## src/rtl/led_matrix_pkg.sv

```systemverilog
// Shared types for the LED matrix pixel path.
// Phase and fill-state enums plus frame size helper.
package led_matrix_pkg;

  typedef enum logic [1:0] {
    P0,
    P1,
    P2
  } phase_e;

  typedef enum logic [1:0] {
    FILL_WAIT,
    FILL,
    FULL
  } fill_e;

  function automatic int num_pix(input int rows,
                                 input int cols);
    return rows * cols;
  endfunction

endpackage

```

## src/rtl/led_matrix_pixel_unpacker.sv

```systemverilog
// Host byte stream -> one RGB pixel per valid cycle, with frame tracking.
// In: clk rst byte_valid/data/sof err_clr. Out: pix_valid/rgb/sync frame_done err_short/long.
module led_matrix_pixel_unpacker
  import led_matrix_pkg::*;
#(
  parameter int PANEL_ROWS  = 64,
  parameter int PANEL_COLS  = 64,
  parameter int COLOR_DEPTH = 4
) (
  input  logic                         clk,
  input  logic                         rst,
  input  logic                         byte_valid,
  input  logic [7:0]                   byte_data,
  input  logic                         byte_sof,
  input  logic                         err_clr,
  output logic                         pix_valid,
  output logic [2:0][COLOR_DEPTH-1:0]  pix_rgb,
  output logic                         pix_sync,
  output logic                         frame_done,
  output logic                         err_short,
  output logic                         err_long
);

  localparam int N  = num_pix(PANEL_ROWS, PANEL_COLS);
  localparam int CW = $clog2(N + 1);
  localparam int CD = COLOR_DEPTH;
  localparam logic [CW-1:0] LAST = CW'(N - 1);

  typedef logic [2:0][CD-1:0] rgb_t;

  phase_e         phase_q, phase_d, ph;
  fill_e          st_q, st_d;
  logic [CW-1:0]  cnt_q, cnt_d, cnt_e;
  logic [CD-1:0]  hr_q, hr_d;
  logic [CD-1:0]  hg_q, hg_d;
  logic           sof, acc, emit;
  rgb_t           emit_rgb;
  logic           set_short, set_long;

  logic           valid_q, sync_q, done_q;
  rgb_t           rgb_q;
  logic           eshort_q, eshort_d;
  logic           elong_q, elong_d;

  // A SOF byte restarts the frame in place and is itself the P0 byte.
  assign sof   = byte_valid & byte_sof;
  assign acc   = sof | (byte_valid & (st_q == FILL));
  assign ph    = sof ? P0 : phase_q;
  assign cnt_e = sof ? '0 : cnt_q;

  generate
    if (!(CD == 4 || CD == 8)) begin : g_bad_cd
      $error("COLOR_DEPTH must be 4 or 8");
    end

    if (CD == 4) begin : g_cd4
      // 3 bytes carry 2 pixels; px1's red nibble rides in byte P1.
      always_comb begin
        emit     = 1'b0;
        emit_rgb = '0;
        hr_d     = hr_q;
        hg_d     = hg_q;
        if (acc) begin
          unique case (ph)
            P0: begin
              hr_d = byte_data[7:4];
              hg_d = byte_data[3:0];
            end
            P1: begin
              emit     = 1'b1;
              emit_rgb = {hr_q, hg_q, byte_data[7:4]};
              hr_d     = byte_data[3:0];
            end
            P2: begin
              emit     = 1'b1;
              emit_rgb = {hr_q, byte_data[7:4],
                          byte_data[3:0]};
            end
            default: ;
          endcase
        end
      end
    end else begin : g_cd8
      always_comb begin
        emit     = 1'b0;
        emit_rgb = '0;
        hr_d     = hr_q;
        hg_d     = hg_q;
        if (acc) begin
          unique case (ph)
            P0: hr_d = byte_data[CD-1:0];
            P1: hg_d = byte_data[CD-1:0];
            P2: begin
              emit     = 1'b1;
              emit_rgb = {hr_q, hg_q, byte_data[CD-1:0]};
            end
            default: ;
          endcase
        end
      end
    end
  endgenerate

  always_comb begin
    phase_d   = phase_q;
    st_d      = st_q;
    cnt_d     = cnt_q;
    set_short = sof & (st_q == FILL);
    set_long  = byte_valid & ~byte_sof & (st_q == FULL);
    if (sof) begin
      st_d  = FILL;
      cnt_d = '0;
    end
    if (acc) begin
      unique case (ph)
        P0:      phase_d = P1;
        P1:      phase_d = P2;
        default: phase_d = P0;
      endcase
    end
    if (emit) begin
      cnt_d = cnt_e + 1'b1;
      if (cnt_e == LAST) st_d = FULL;
    end
    // A new error beats a simultaneous clear.
    eshort_d = set_short | (eshort_q & ~err_clr);
    elong_d  = set_long  | (elong_q  & ~err_clr);
  end

  always_ff @(posedge clk) begin
    if (rst) begin
      phase_q  <= P0;
      st_q     <= FILL_WAIT;
      cnt_q    <= '0;
      hr_q     <= '0;
      hg_q     <= '0;
      valid_q  <= 1'b0;
      sync_q   <= 1'b0;
      done_q   <= 1'b0;
      rgb_q    <= '0;
      eshort_q <= 1'b0;
      elong_q  <= 1'b0;
    end else begin
      phase_q  <= phase_d;
      st_q     <= st_d;
      cnt_q    <= cnt_d;
      hr_q     <= hr_d;
      hg_q     <= hg_d;
      valid_q  <= emit;
      sync_q   <= emit & (cnt_e == '0);
      done_q   <= emit & (cnt_e == LAST);
      if (emit) rgb_q <= emit_rgb;
      eshort_q <= eshort_d;
      elong_q  <= elong_d;
    end
  end

  assign pix_valid  = valid_q;
  assign pix_rgb    = rgb_q;
  assign pix_sync   = sync_q;
  assign frame_done = done_q;
  assign err_short  = eshort_q;
  assign err_long   = elong_q;

endmodule

```

## config.mk

```make
export PLATFORM = sky130hd
export DESIGN_NAME = led_matrix_pixel_unpacker
export DESIGN_NICKNAME = d
export VERILOG_FILES = /design/src/rtl/led_matrix_pkg.sv /design/src/rtl/led_matrix_pixel_unpacker.sv
export SDC_FILE = /design/constraint.sdc
export NUM_CORES = 1
export LEC_CHECK = 0
export BUFFER_PORTS_ARGS = -buffer_cell sky130_fd_sc_hd__buf_2
export CORE_UTILIZATION = 25
export DETAILED_ROUTE_END_ITERATION = 8
export SLEW_MARGIN = 0
export SYNTH_ARGS = -nofsm -noshare
export SYNTH_HDL_FRONTEND = slang
export SYNTH_SLANG_ARGS = --single-unit
```

## constraint.sdc

```tcl
create_clock -name clk -period 2.4 [get_ports clk]
set_input_delay 0.12 -clock clk [delete_from_list [all_inputs] [get_ports clk]]
set_output_delay 0.12 -clock clk [all_outputs]
set_load 0.03 [all_outputs]
```

==> results of run 1 <==
[cells in the final DEF, fill, tap and decap left out, types with 2 or more instances in the layout]
cell type	instances
dfxtp_1	42
buf_2	29
nor2_1	24
nand2_1	22
a21oi_1	20
nand3_1	11
nor3_1	9
buf_4	9
a221oi_1	8
inv_1	7
a211oi_1	6
or4_1	6
o31ai_1	5
ha_1	5
clkbuf_8	5
mux2i_1	4
o211ai_1	4
nand4_1	3
and4_1	2
nor4_1	2
nor4b_1	2
xor2_1	2
xnor2_1	2
clkbuf_1	2
[flip-flops by register name, summed over array words and instances, names as in the netlist]
register    cells
hr_q            4
pix_rgb        12
err_long        1
hg_q            4
st_q            2
phase_q         2
err_short       1
cnt_q          13
pix_sync        1
pix_valid       1
frame_done      1
[final cells by class]
type,count,area [um^2],area share (%)
sequential,42,841,37.6
inverter,8,32.5,1.45
timing repair buffer,38,213,9.51
clock buffer,7,76.3,3.41
multi-input combinational,155,951,42.5
tap,99,124,5.54
[power by group through the flow]
| stage | registers (mW) | logic [mW] | clock network [mW] |
|---|---|---|---|
| after floorplan | 0.756 | 0.0913 | 0 |
| after global placement | 0.743 | 0.155 | 0 |
| after detailed placement | 0.743 | 0.157 | 0 |
| after CTS | 0.727 | 0.157 | 0.436 |
| after global routing | 0.729 | 0.175 | 0.470 |
| final | 0.727 | 0.156 | 0.417 |
[layer usage]
metal | part of all wire (%) | up-vias
met2 | 44 | 37
met1 | 51 | 797
met4 | 0.78 | 0
li1 | - | 864
met5 | 0 | -
met3 | 4.3 | 2
[worst max-delay path: stages, from the launching register on]
cell and delay, ns:
dfxtp_1 0.32, and2_1 0.17, ha_1 0.34, and4b_1 0.29, nand4_1 0.12, buf_4 0.19, or4_1 0.39, a21oi_1 0.15
[metrics by stage]
step,instance area (um^2),power [mW]
6_report,2240,1.30
5_1_grt,2240,1.37
4_1_cts,2240,1.32
3_5_place_dp,2160,0.900
3_3_place_gp,2160,0.898
2_1_floorplan,1880,0.847
[cell families after synthesis]
kind of cell	after synthesis	synth area share, %
AOI/OAI and AO/OA	55	20.3
and+or+nand+nor	87	23.0
muxes	4	2.13
adders and majority gates	5	3.33
buffers and inverters	21	4.60
DFF	42	44.8
xor gates and xnor gates	4	1.87
[worst max path at each step]
stage,endpoint,slack [ns],depth (start not counted)
global route,cnt_q[7],0.23,7
detailed placement,cnt_q[10],0.23,9
global placement,cnt_q[8],0.28,9
floorplan,cnt_q[7],0.23,9
CTS,cnt_q[7],0.36,7
finish,cnt_q[7],0.36,7
==> metrics.md, run 1 <==
| Metric | Value |
|---|---|
| Worst Path Max Fanout | 10 |
| Hold Path Sink | err_long |
| Post-CTS sizing | 0 |
| Internal power | 0.971 mW |
| Post-Syn Area per Cell | about 8.6 um^2 |
| Async S/R FF share, synth | 0% |
| Startpoint types | register |
| Worst R2R End | cnt_q[7] |
| Final WS setup | 0.359 ns |
| Initial DRC Count | 121 |
| F_max | approximately 490 MHz |
| Slew Viols, Final | 0 |
| TritonRoute pass-1 iters | 4 |
| Worst skew pair latency | 0.28 ns |
| Crit path launch | phase_q[0] |
| Initial antenna violation count | 0 |
| MaxCap Viol Count | 0 |
| WL final | between 4000 and 5000 um |
| Final hold violation count | 0 |
| Grt met2 use | between 15 and 20% |
| CTS Hold Buffers Added | 0 |
| ANT cells | 0 |
| Fin nets | 268 |
| Commonest cells post-synth | dfxtp_1, nor2_1, nand2_1 |
| Final cell count without fillers | about 350 |
| Top_reg_cell synth | dfxtp_1 |
| Outcome | finished clean |
| Most frequent cell after synthesis | dfxtp_1 |
| Area delta synth->final | 19.1% |
| Dpl ws | 0.233 ns |
| Fin crit share | between 80% and 90% |
| Inserted Clock Buffers | 5 |
| Fill cells | slightly below 800 |
| Synth top area cells | dfxtp_1, a21oi_1, nor2_1, nand2_1, a221oi_1 |
| First-pass GRT wire length | ~7400 um |
| Boundary pin count | 30 |
| Die X | between 80 and 90 um |
| CTS H-tree lvls | 2 |
| R2R depth | 7 |
| Die area | between 7000 and 8000 um^2 |
| PD cells | around 580 nW/um^2 |
| Clock skew | between 0.004 and 0.005 ns |
| GRT busiest layer | met1 |
| Seq pwr share | roughly 56% |
| Clk slew on worst S/H paths | roughly 0.07 ns |
| Synth Register Bits | 42 |
| Final setup vio count | 0 |
| Core area | between 7000 and 8000 um^2 |
| Min-delay src | rst |
| CP Capture Type | register |
| Arrival time of the worst setup path | approximately 2.3 ns |
| Critical R2R Launch | phase_q[0] |
| TritonCTS clock tree | done |
| Vias in the first global route | approximately 1500 |
| LEAKAGE | 0.857 nW |
| Switching part of the total | 25.4% |
| # rows | 31 |
| Root Driver | clkbuf_8 |
| IO buf count | 29 |
| Sequential fraction of the synthesis area | ~45% |
| Met1 GRT Util | ~18% |
| Post-layout util | a little under a third |
| P_sw | 0.330 mW |
| Final ANT Viol Nets | 0 |
| Clock network power share | roughly a third |
| Placed insts | around 340 |
| Relative slew slack | between 50% and 60% |
| Tmin final | ~2.0 ns |
| CP required | between 2 and 3 ns |
| Syn Inst Count | between 200 and 250 |
| Maximum VDD drop | 0.353 mV |
| Setup TNS | 0 ns |
| Grt ovf | 0 |
| HP Class | primary input to register |
| Synth unique cells | 42 |
| CTS max path bufs | 2 |
| EDFF count, synth | 0 |
| RD Place Congestion | around 0.78 |
| Clk sinks | 42 |
| Combinational share of power | 12.0% |
| # DRC | 0 |
| Actual slew at the worst max-slew pin | 0.734 ns |
| Kind of critical path | register to register |
| Synthesized area | 1880 um^2 |
| Vias per cell | between 4 and 5 |
| Worst Hold Path Cells | 2 |
| Largest net degree at the start of global routing | 31 |
| Net count after synthesis | ~240 |
| Post-CTS Setup Bufs | 0 |
| Avg WL per Cell | roughly 13 um |
| RSZ-0062 raised after global routing | no |
| Die Span Y | approximately 89 um |
| GRT Total Usage | about an eighth |
| Ys Warns | 0 |
| Hold_ws | roughly 0.11 ns |
| Global-route met3 utilization | 3.08% |
| Post-DP HPWL | ~3200 um |
| R2r setup slk | around 0.36 ns |
| Initial Util | ~26% |
| Share of post-route cells with drive strength above 1 | around a fifth |
| Vias | 1700 |
| Post-synth top area share | between 40 and 50% |
| Area leader, netlist | dfxtp_1 |
No activity file was read; power rests on OpenSTA's default activity.
==> run 2, diff against run 1 <==
--- a/config.mk
+++ b/config.mk
@@ -6,8 +6,11 @@
 export NUM_CORES = 1
 export LEC_CHECK = 0
 export BUFFER_PORTS_ARGS = -buffer_cell sky130_fd_sc_hd__buf_2
+export CELL_PAD_IN_SITES_DETAIL_PLACEMENT = 0
+export CELL_PAD_IN_SITES_GLOBAL_PLACEMENT = 1
 export CORE_UTILIZATION = 25
 export DETAILED_ROUTE_END_ITERATION = 8
+export PLACE_DENSITY_LB_ADDON = 0.1
 export SLEW_MARGIN = 0
 export SYNTH_ARGS = -nofsm -noshare
 export SYNTH_HDL_FRONTEND = slang
==> constraint.sdc (replaced) <==
create_clock -name clk -period 2.2 [get_ports clk]
set_input_delay 0.11 -clock clk [delete_from_list [all_inputs] [get_ports clk]]
set_output_delay 0.11 -clock clk [all_outputs]
set_load 0.03 [all_outputs]
==> run 2 against run 1 <==
- fmax down 0.15%
- sequential cell count unchanged
- die area unchanged
==> metrics.md, run 2 (same netlist as run 1, synthesis figures left out) <==
| Metric | Value |
|---|---|
| Vias per cell | 4.81 (-1.3%) |
| Die Span Y | 88.7 um (unchanged) |
| Startpoint types | register |
| Initial antenna violation count | 0 (unchanged) |
| Root Driver | clkbuf_8 |
| Post-CTS sizing | 0 (unchanged) |
| R2R depth | 7 (unchanged) |
| Crit path to | cnt_q[8] |
| Largest net degree at the start of global routing | 30 (-3.2%) |
| CP Capture Type | register |
| Maximum VDD drop | 0.313 mV (-11%) |
| Largest Register | cnt_q |
| Dpl ws | 0.148 ns (-0.0850 ns) |
| Most common cell after layout, fill and taps aside | dfxtp_1 |
| F_max | 489 MHz (-0.15%) |
| First-pass GRT wire length | 8250 um (+11%) |
| Clk slew on worst S/H paths | 0.08 ns (about the same) |
| Actual slew at the worst max-slew pin | 0.838 ns (+0.103 ns) |
| MaxCap Viol Count | 0 (unchanged) |
| Inserted Clock Buffers | 5 (unchanged) |
| TritonRoute pass-1 iters | 4 (unchanged) |
| WL final | 4950 um (+11%) |
| Core area | 7250 um^2 (unchanged) |
| GRT Total Usage | 13.8% (+1.6 points) |
| HP Class | primary input to register |
| Hold_ws | 0.0586 ns (-0.0467 ns) |
| Critical R2R Launch | phase_q[0] |
| Boundary pin count | 30 (unchanged) |
| Fin crit share | 92.9% (+7.9 points) |
| Kind of critical path | register to register |
| Outcome | finished clean |
| CTS H-tree lvls | 2 (unchanged) |
| Post-layout util | 31.4% (+0.55 points) |
| Worst Path Max Fanout | 10 (unchanged) |
| Final hold violation count | 0 (unchanged) |
| Grt ovf | 0 (unchanged) |
| Crit path launch | phase_q[0] |
| # rows | 31 (unchanged) |
| Worst skew pair latency | 0.29 ns (about the same) |
| CTS max path bufs | 2 (unchanged) |
| Most frequent cells in the layout | dfxtp_1, buf_2, nor2_1 |
| Share of post-route cells with drive strength above 1 | 20.2% (+1.4 points) |
| Initial DRC Count | 86 (-29%) |
| Arrival time of the worst setup path | 2.27 ns (+0.02 ns) |
| Die area | 7860 um^2 (unchanged) |
| Slew Viols, Final | 0 (unchanged) |
| Post-DP HPWL | 3510 um (+8.5%) |
| Relative slew slack | 43.8% (-6.9 points) |
| Post-CTS Setup Bufs | 0 (unchanged) |
| Critical path cell sequence | and2_1 > ha_1 > and4b_1 > nand4_1 > buf_4 > or4_1 > a21oi_1 |
| Vias in the first global route | 1611 (+6.5%) |
| Avg WL per Cell | 14.1 um (+10%) |
| Number of flip-flops in the largest register | 13 (unchanged) |
| LEAKAGE | 0.881 nW (+2.8%) |
| IO buf count | 29 (unchanged) |
| ANT cells | 0 (unchanged) |
| Clk sinks | 42 (unchanged) |
| RD Place Congestion | 0.779 (+0.24%) |
| Vias | 1687 (-0.76%) |
| CP max stage cell | or4_1 |
| Clock skew | 0.00658 ns (+0.00212 ns) |
| Fin nets | 269 (+0.37%) |
| RSZ-0062 raised after global routing | no |
| Die X | 88.7 um (unchanged) |
| CTS Hold Buffers Added | 0 (unchanged) |
| Final WS setup | 0.156 ns (-0.203 ns) |
| TritonCTS clock tree | done |
| CP required | 2.43 ns (-0.18 ns) |
| PD cells | 691 nW/um^2 (+19%) |
| Final ANT Viol Nets | 0 (unchanged) |
| Setup TNS | 0 ns (unchanged) |
| Worst R2R End | cnt_q[8] |
| Initial Util | 25.9% (unchanged) |
| # DRC | 0 (unchanged) |
| Area delta synth->final | 21.3% |
| Final setup vio count | 0 (unchanged) |
| Tmin final | 2.04 ns (+0.00307 ns) |
| CP max stage delay | 0.39 ns (about the same) |
| R2r setup slk | 0.16 ns (-0.20 ns) |
## run 2: changes by cell type in the layout (fill, tap and decap cells not counted), sizes merged
cell	before	now
clkbuf	7	5
bufinv	0	1
clkinv	0	2
buf	38	39
## run 2: cell type report
class                   count  area [um^2]
well taps                  99          124
clock inverters             3         40.0
fillers                   819         4980
multi-input cells         155          951
clock buffers               5         68.8
flip-flops and latches     42          841
repair buffers             39          220
inverters                   8         32.5
## run 2: worst min-delay path by stage
stage / startpoint / to / slack, ns / depth (start not counted)
6_report: rst / phase_q[0] / 0.06 / 2
5_1_grt: rst / cnt_q[5] / 0.07 / 2
4_1_cts: rst / phase_q[0] / 0.05 / 2
3_5_place_dp: rst / phase_q[0] / 0.37 / 2
3_3_place_gp: rst / phase_q[0] / 0.37 / 2
2_1_floorplan: byte_data[0] / hg_q[0] / 0.27 / 2
## run 2: metrics by stage
step           area (um^2)  total power, mW  instances
6_report              2280             1.57        351
5_1_grt               2280             1.66        351
4_1_cts               2280             1.61        351
3_5_place_dp          2170            0.988        343
3_3_place_gp          2170            0.989        343
2_1_floorplan         1880            0.924        218
## run 2: where the power goes
part	switching (mW)	internal, mW
clock	0.271	0.334
combinational	0.115	0.0592
sequential	0.0108	0.782
total	0.397	1.18
## run 2: metal layers
metal / track usage, % / share of wire [%] / up-vias
li1: - / - / 870
met1: 19.6 / 51 / 789
met2: 20.7 / 44 / 23
met3: 2.89 / 3.3 / 5
met4: 4.40 / 1.3 / 0
met5: 0 / 0 / -
## run 2: worst max-delay path: cells and delay by family (launching register included)
kind | cells | cell delay (ns)
and+or+nand+nor | 4 | 0.97
AOI/OAI and AO/OA | 1 | 0.16
buffers and inverters | 1 | 0.19
adders and majority gates | 1 | 0.35
DFF | 1 | 0.31
==> run 3, diff against run 2 <==
--- a/config.mk
+++ b/config.mk
@@ -11,6 +11,7 @@
 export CORE_UTILIZATION = 25
 export DETAILED_ROUTE_END_ITERATION = 8
 export PLACE_DENSITY_LB_ADDON = 0.1
+export REMOVE_ABC_BUFFERS = 1
 export SLEW_MARGIN = 0
 export SYNTH_ARGS = -nofsm -noshare
 export SYNTH_HDL_FRONTEND = slang
==> run 3 against run 2 <==
- clock skew about the same
- via count shrank 1.2%
- die area did not move
- combinational power hardly changed
- setup slack got worse by 0.074 ns
- non-clock buffer count is 2 higher
- hold slack better by 0.046 ns
- sequential power about the same
- largest power group unchanged
==> metrics.md, run 3 (same netlist as run 1, synthesis figures left out) <==
| Metric | Value |
|---|---|
| WL final | 5010 um (+1.2%) |
| Post-layout util | 31.7% (+0.26 points) |
| First-pass GRT wire length | 7920 um (-4.0%) |
| Setup TNS | 0 ns (unchanged) |
| Final hold violation count | 0 (unchanged) |
| Startpoint types | register |
| Grt ovf | 0 (unchanged) |
| Avg WL per Cell | 14.2 um (+0.60%) |
| Outcome | finished clean |
| Worst skew pair latency | 0.29 ns (about the same) |
| Die X | 88.7 um (unchanged) |
| CP Capture Type | register |
| Initial Util | 25.9% (unchanged) |
| Initial antenna violation count | 0 (unchanged) |
| CTS max path bufs | 2 (unchanged) |
| Maximum VDD drop | 0.223 mV (-29%) |
| Number of flip-flops in the largest register | 13 (unchanged) |
| # rows | 31 (unchanged) |
| TritonCTS clock tree | done |
| Most common cell after layout, fill and taps aside | dfxtp_1 |
| Fill cells | 794 (-3.1%) |
| Dpl ws | 0.0680 ns (-0.0801 ns) |
| FF/Latch Area | 841 um^2 (unchanged) |
| Area occupied by multi-input gates | 951 um^2 (unchanged) |
| RD Place Congestion | 0.767 (-1.6%) |
| Clk sinks | 42 (unchanged) |
| ANT cells | 0 (unchanged) |
| IO buf count | 29 (unchanged) |
| Area delta synth->final | 22.3% |
| Largest net degree at the start of global routing | 23 (-23%) |
| Post-CTS Setup Bufs | 0 (unchanged) |
| Clock skew | 0.00631 ns (-0.000263 ns) |
| CP required | 2.42 ns (about the same) |
| CTS Hold Buffers Added | 0 (unchanged) |
| Core area | 7250 um^2 (unchanged) |
| # DRC | 0 (unchanged) |
| Vias per cell | 4.72 (-1.8%) |
| Relative slew slack | 45.6% (+1.9 points) |
| Share of post-route cells with drive strength above 1 | 20.9% (+0.63 points) |
| Tmin final | 2.12 ns (+0.0735 ns) |
| Die area | 7860 um^2 (unchanged) |
| GRT Total Usage | 13.5% (-0.27 points) |
| Fin nets | 271 (+0.74%) |
| Arrival time of the worst setup path | 2.34 ns (+0.07 ns) |
| CTS H-tree lvls | 2 (unchanged) |
| Boundary pin count | 30 (unchanged) |
| Final WS setup | 0.0826 ns (-0.0735 ns) |
| Largest Register | cnt_q |
| Vias | 1666 (-1.2%) |
| Slew Viols, Final | 0 (unchanged) |
| Post-CTS sizing | 0 (unchanged) |
| Actual slew at the worst max-slew pin | 0.810 ns (-0.0276 ns) |
| TritonRoute pass-1 iters | 4 (unchanged) |
| Final setup vio count | 0 (unchanged) |
| Post-DP HPWL | 3560 um (+1.4%) |
| Final ANT Viol Nets | 0 (unchanged) |
| HP Class | primary input to register |
| Worst Path Max Fanout | 8 (-2) |
| RSZ-0062 raised after global routing | no |
| Clk slew on worst S/H paths | 0.09 ns (about the same) |
| Initial DRC Count | 57 (-34%) |
| Root Driver | clkbuf_8 |
| Vias in the first global route | 1540 (-4.4%) |
| Inserted Clock Buffers | 5 (unchanged) |
| Die Span Y | 88.7 um (unchanged) |
| Most frequent cells in the layout | dfxtp_1, buf_2, nor2_1 |
| Fin crit share | 96.2% (+3.3 points) |
| Kind of critical path | register to register |
| LEAKAGE | 0.891 nW (+1.2%) |
| F_max | 472 MHz (-3.5%) |
| PD cells | 689 nW/um^2 (-0.27%) |
| MaxCap Viol Count | 0 (unchanged) |
## run 3: area by class of cell
type,count,area share (%)
timing repair buffer,41,10.4
inverter,8,1.42
sequential,42,36.6
tap,99,5.40
clock buffer,5,3.00
multi-input combinational,155,41.4
clock inverter,3,1.74
## run 3: worst paths after layout
path | startpoint | end | slack (ns) | depth (start not counted)
setup reg to reg | phase_q[0] | cnt_q[7] | 0.08 | 7
hold reg to reg | pix_rgb[10] | pix_rgb[10] | 0.45 | 2
setup / recovery | phase_q[0] | cnt_q[7] | 0.08 | 7
hold / removal | byte_data[0] | hg_q[0] | 0.11 | 3
## run 3: report_power, final
part / switching [mW] / leakage [nW] / internal [mW]
clock network: 0.278 / 0.0579 / 0.334
registers: 0.0111 / 0.341 / 0.782
logic: 0.116 / 0.493 / 0.0601
## run 3: worst max-delay path, cell delays in order, from the launching register on
cell and delay, ns:
dfxtp_1 0.32, and2_1 0.16, ha_1 0.34, and4b_1 0.30, nand4_1 0.18, buf_6 0.19
or4_1 0.40, a21oi_1 0.16
## run 3: metal layers
layer / up-vias / share of wire (%) / track usage, %
met5: - / 0 / 0
met1: 756 / 50 / 17.7
li1: 871 / - / -
met3: 8 / 3.6 / 3.17
met4: 0 / 1.4 / 4.55
met2: 31 / 45 / 21.7
## run 3: per-stage QoR
stage / cells / cell area (um^2) / hold slack (ns) / power (mW)
floorplan: 205 / 1820 / 0.172 / 0.908
CTS: 353 / 2290 / 0.0929 / 1.61
global route: 353 / 2300 / 0.0999 / 1.66
detailed placement: 345 / 2180 / 0.414 / 0.989
finish: 353 / 2300 / 0.105 / 1.58
global placement: 345 / 2180 / 0.416 / 0.992
